==> src/rtl/uart_cmd_assembler.sv <==
// rtl/uart_cmd_assembler.sv - packs three UART bytes into a 24-bit command word with timeout and overrun flags
module uart_cmd_assembler #(
  parameter int TMO_CYC = 52080,
  parameter int TMO_W   = 16
) (
  input  logic        clk,
  input  logic        rst_n,
  input  logic [7:0]  i_rx_data,
  input  logic        i_rx_rdy,
  output logic        o_rx_clr_rdy,
  input  logic        i_clr_cmd_rdy,
  output logic [23:0] o_cmd,
  output logic        o_cmd_rdy,
  output logic        o_ovr,
  output logic        o_tmo
);

  typedef enum logic [1:0] {
    S_IDLE = 2'd0,
    S_GOT1 = 2'd1,
    S_GOT2 = 2'd2
  } state_t;

  localparam logic [TMO_W-1:0] TMO_LAST = TMO_W'(TMO_CYC - 1);

  state_t           r_state;
  state_t           w_next_state;
  logic [7:0]       r_hi_byte;
  logic [7:0]       r_mid_byte;
  logic [TMO_W-1:0] r_tmo_cnt;
  logic [23:0]      r_cmd;
  logic             r_cmd_rdy;
  logic             r_ovr;
  logic             r_tmo;

  logic             w_accept;
  logic             w_complete;
  logic             w_timeout;

  // The block never stalls the receiver, so every presented byte is taken.
  assign w_accept     = i_rx_rdy;
  assign o_rx_clr_rdy = i_rx_rdy;

  // A frame completes on the third byte; a partial frame expires only when no byte arrives.
  assign w_complete = (r_state == S_GOT2) && w_accept;
  assign w_timeout  = (r_state != S_IDLE) && !w_accept && (r_tmo_cnt == TMO_LAST);

  // Frame position register.
  always_ff @(posedge clk or negedge rst_n) begin
    if (!rst_n) begin
      r_state <= S_IDLE;
    end else begin
      r_state <= w_next_state;
    end
  end

  // Next frame position: advance per accepted byte, fall back to IDLE on timeout.
  always_comb begin
    w_next_state = r_state;
    case (r_state)
      S_IDLE: if (w_accept) w_next_state = S_GOT1;
      S_GOT1: begin
        if (w_accept)       w_next_state = S_GOT2;
        else if (w_timeout) w_next_state = S_IDLE;
      end
      S_GOT2: begin
        if (w_accept)       w_next_state = S_IDLE;
        else if (w_timeout) w_next_state = S_IDLE;
      end
      default: w_next_state = S_IDLE;
    endcase
  end

  // Hold the first two bytes of the frame in progress.
  always_ff @(posedge clk or negedge rst_n) begin
    if (!rst_n) begin
      r_hi_byte  <= 8'h00;
      r_mid_byte <= 8'h00;
    end else if (w_accept) begin
      if (r_state == S_IDLE) r_hi_byte  <= i_rx_data;
      if (r_state == S_GOT1) r_mid_byte <= i_rx_data;
    end
  end

  // Inter-byte gap counter; runs only while a partial frame is held.
  always_ff @(posedge clk or negedge rst_n) begin
    if (!rst_n) begin
      r_tmo_cnt <= '0;
    end else if ((r_state == S_IDLE) || w_accept || w_timeout) begin
      r_tmo_cnt <= '0;
    end else begin
      r_tmo_cnt <= r_tmo_cnt + 1'b1;
    end
  end

  // Command word, ready/overrun handshake and timeout pulse; completion beats acknowledge.
  always_ff @(posedge clk or negedge rst_n) begin
    if (!rst_n) begin
      r_cmd     <= 24'h000000;
      r_cmd_rdy <= 1'b0;
      r_ovr     <= 1'b0;
      r_tmo     <= 1'b0;
    end else begin
      r_tmo <= w_timeout;
      if (w_complete) begin
        r_cmd     <= {r_hi_byte, r_mid_byte, i_rx_data};
        r_cmd_rdy <= 1'b1;
        if (r_cmd_rdy && !i_clr_cmd_rdy) begin
          r_ovr <= 1'b1;
        end else if (i_clr_cmd_rdy) begin
          r_ovr <= 1'b0;
        end
      end else if (i_clr_cmd_rdy) begin
        r_cmd_rdy <= 1'b0;
        r_ovr     <= 1'b0;
      end
    end
  end

  assign o_cmd     = r_cmd;
  assign o_cmd_rdy = r_cmd_rdy;
  assign o_ovr     = r_ovr;
  assign o_tmo     = r_tmo;

endmodule

==> config.mk <==
export PLATFORM = sky130hd
export DESIGN_NAME = uart_cmd_assembler
export DESIGN_NICKNAME = d
export VERILOG_FILES = /design/src/rtl/uart_cmd_assembler.sv
export SDC_FILE = /design/constraint.sdc
export NUM_CORES = 1
export LEC_CHECK = 0
export CELL_PAD_IN_SITES_DETAIL_PLACEMENT = 1
export CELL_PAD_IN_SITES_GLOBAL_PLACEMENT = 2
export CORE_MARGIN = 2
export CORE_UTILIZATION = 34
export CTS_CLUSTER_DIAMETER = 120
export DETAILED_ROUTE_END_ITERATION = 8
export PLACE_DENSITY = 0.88
export REMOVE_ABC_BUFFERS = 1
export SYNTH_ARGS = -nofsm -noshare
export SYNTH_HDL_FRONTEND = slang
export SYNTH_SLANG_ARGS = --single-unit
export TNS_END_PERCENT = 50
==> constraint.sdc <==
create_clock -name clk -period 2.15 [get_ports clk]
set_clock_uncertainty 0.1 [all_clocks]
set_input_delay 0.43 -clock clk [delete_from_list [all_inputs] [get_ports clk]]
set_output_delay 0.43 -clock clk [all_outputs]
set_load 0.05 [all_outputs]
==> results.ini <==
[route]
firstDrtPassIters = 4
detail-route-antenna-nets = 0
via_per_inst = 4.62
drc_errors = 0
wl_met3_microns = 262
met2_wirelength_microns = 2570
via_count = 1780
route.layer.met1.wl_microns = 2370
routed_wire_length_per_instance_microns = 13.6
first_iter_violations = 51
wl_microns = 5230
top_signal_layer_used = met4

[clock_network]
cts.reportedPaths.clkPinSlew_ps = 70
number_of_h_tree_branching_levels = 3
ctsResizeCount = 0
cts-root-buf = sky130_fd_sc_hd__clkbuf_8
postCtsHoldBufs = 0
cts_made_buffers = 9
ctsLongestPathBuffers = 2
cts.repair_timing.setup_buffer_count = 0
tritoncts_num_sinks = 61
cts_tree = done
worst_skew_pair.late_latency_ps = 320

[place]
routabilityCongestion = 0.817
placedInstanceArea_sq_um = 3040
buffer_ports.inserted = 39
dp_hpwl_microns = 3560

[worst_setup_path]
timing.critical_path.to_type = output pin
timing.critical_path.from_type = flop
worst_r2r_endpoint = r_tmo_cnt[14]
rr_startpoint = r_tmo_cnt[4]
wp_data_required_ps = 1620
timing.reg2reg.worst_path_depth = 5
worst-endpoint-arrival_ps = 1500
crit_chain = clkdlybuf4s50_1
critical_path.n_buffers_inverters = 1
worst-path-max-fanout = 2
ff2ff_setup_slack_ps = 170
critical-path-max-stage-delay_ps = 820
critical-path-top-delay-family = buffers and inverters
criticalPathCategory = flop to output pin
timing.critical_path.slowest_stage_cell = sky130_fd_sc_hd__clkdlybuf4s50_1

[final_layout]
final_common_cell = sky130_fd_sc_hd__nand2_1
post-route-cell-area_sq_um = 3210
fill_cells = 797
utilization_pct = 44.7
number_of_antenna_cells_inserted = 0
most-common-layout-cells = sky130_fd_sc_hd__nand2_1, sky130_fd_sc_hd__dfrtp_1, sky130_fd_sc_hd__clkdlybuf4s50_1
layout-area-overhead-vs-synth_pct = 28.3
drive_above_1_share_pct = 16.1
num-nets-final = 295

[floorplanning]
io_pins = 40
floorplan.initialDensity_pct = 34.9
placeableCoreArea_sq_um = 7180
die_h_microns = 89.8
die_ar_sq_um = 8060
die_width_microns = 89.8
rows = 31

[logic_synthesis]
async_flop_share_pct = 100
synth.yosys.seq_area_share_pct = 61.0
yosys_most_used_dff = sky130_fd_sc_hd__dfrtp_1
syn-cell-area_sq_um = 2500
synth_top_family_by_area = simple AND/OR/NAND/NOR gates
synth.ff_latch_count = 61
synth_mux_area_share_pct = 7.20
yosys.area_share.xor_xnor_pct = 4.55
yosys.cell_types.count = 32
avgSynthCellArea_sq_um = 10.8
synth-adder-area-share_pct = 0.500
synth_simple_gate_area_share_pct = 21.8
synth_cells = 232
synth_edf_count = 0
synth_compound_gate_area_share_pct = 1.70
synth-warning-count = 0

[sta]
timing_max_transition_violations_final = 0
period_needed_ps = 2030
setup_viol_count_final = 0
rsz0062_at_grt = false
timing.final.crit_share_pct = 94.6
max_slew_margin_vs_limit_pct = 65.2
final.hold.worst_slack_ps = -1.29
final_hold_viol_count = 1
final.setup.tns_ps = 0
max_clock_freq_mhz = 492
worst-slew-pin-transition_ps = 520

[run_status]
violations = negative hold slack
outcome = finished with violations

[pwr]
power-per-cell-area_nw_per_um2 = 1380
report.power.total_mw = 4.44
vdd_ir_drop_max_v = 0.000521
leakage_component_of_the_power_nw = 1.42

[grt]
antenna_found_initial = 0
grt_start_max_net_pins = 62
groute.usage.overall_pct = 14.6
grt_pass1_wl_microns = 9390
grt_pass1_vias = 1966
overflow_left_after_global_routing = 0

[min_path]
worst_hold_path_type = input port to async pin

[job]
maxCapViolCount = 0

-- worst max path at each step --
stage | from | to | slack (ps) | cells after the start
floorplan | r_tmo_cnt[4] | r_state[0] | 210 | 4
global placement | i_rx_rdy | r_hi_byte[0] | 150 | 4
detailed placement | i_rx_rdy | r_hi_byte[7] | 110 | 4
CTS | o_cmd[1] | o_cmd[1] | 80 | 1
global route | r_tmo_cnt[4] | r_tmo_cnt[5] | 20 | 5
finish | o_cmd[14] | o_cmd[14] | 120 | 1
-- synth_stat cells, types with 2 or more instances --
cell	instances	area share, %
sky130_fd_sc_hd__nand2_1	74	11
sky130_fd_sc_hd__dfrtp_1	61	61
sky130_fd_sc_hd__nor2_1	19	2.9
sky130_fd_sc_hd__mux2_2	16	7.2
sky130_fd_sc_hd__xnor2_1	10	3.5
sky130_fd_sc_hd__inv_1	6	0.90
sky130_fd_sc_hd__nand4_1	5	1.3
sky130_fd_sc_hd__clkbuf_1	4	0.60
sky130_fd_sc_hd__nand3_1	3	0.60
sky130_fd_sc_hd__nor3_1	3	0.60
sky130_fd_sc_hd__nor4_1	3	0.75
sky130_fd_sc_hd__xor2_1	3	1.1
sky130_fd_sc_hd__a21oi_1	2	0.40
sky130_fd_sc_hd__nand3_2	2	0.80
sky130_fd_sc_hd__nand3b_1	2	0.60
sky130_fd_sc_hd__o21ai_0	2	0.40
sky130_fd_sc_hd__o21bai_1	2	0.60
-- cells by family after synthesis --
group           Yosys count
compound gates            7
xor+xnor                 13
fa+ha+maj                 1
buf+inv                  14
flops                    61
mux                      16
simple gates            120
-- per-stage QoR --
stage / std cells / setup slack, ps
2_1_floorplan: 225 / 207
3_3_place_gp: 370 / 150
3_5_place_dp: 370 / 109
4_1_cts: 385 / 83.8
5_1_grt: 385 / 20.6
6_report: 385 / 116
-- state kept, by name, summed over array words and instances, names as in the netlist --
signal and count:
r_state 2, o_cmd_rdy 1, o_cmd 24, r_hi_byte 8
o_ovr 1, o_tmo 1, r_tmo_cnt 16, r_mid_byte 8
-- layout make-up --
| class | instances | area, sq um | share of cell area [%] |
|---|---|---|---|
| sequential | 61 | 1530 | 47.6 |
| multi-input combinational | 157 | 895 | 27.9 |
| timing repair buffer | 46 | 473 | 14.7 |
| clock buffer | 10 | 138 | 4.29 |
| tap | 99 | 124 | 3.86 |
| clock inverter | 5 | 27.5 | 0.858 |
| inverter | 7 | 26.3 | 0.819 |
-- report_power, final --
group          leakage (nW)  internal, mW  switching, mW  total (mW)
sequential            0.781          1.54          0.213        1.75
clock                0.0877         0.434          0.421       0.855
combinational         0.556         0.679           1.16        1.84
-- layer usage --
layer,global-route usage (%),vias to the layer above
met5,0,-
met4,4.62,0
met3,5.45,2
met2,24.2,36
met1,17.8,883
li1,-,859
No activity file was read; power rests on OpenSTA's default activity.
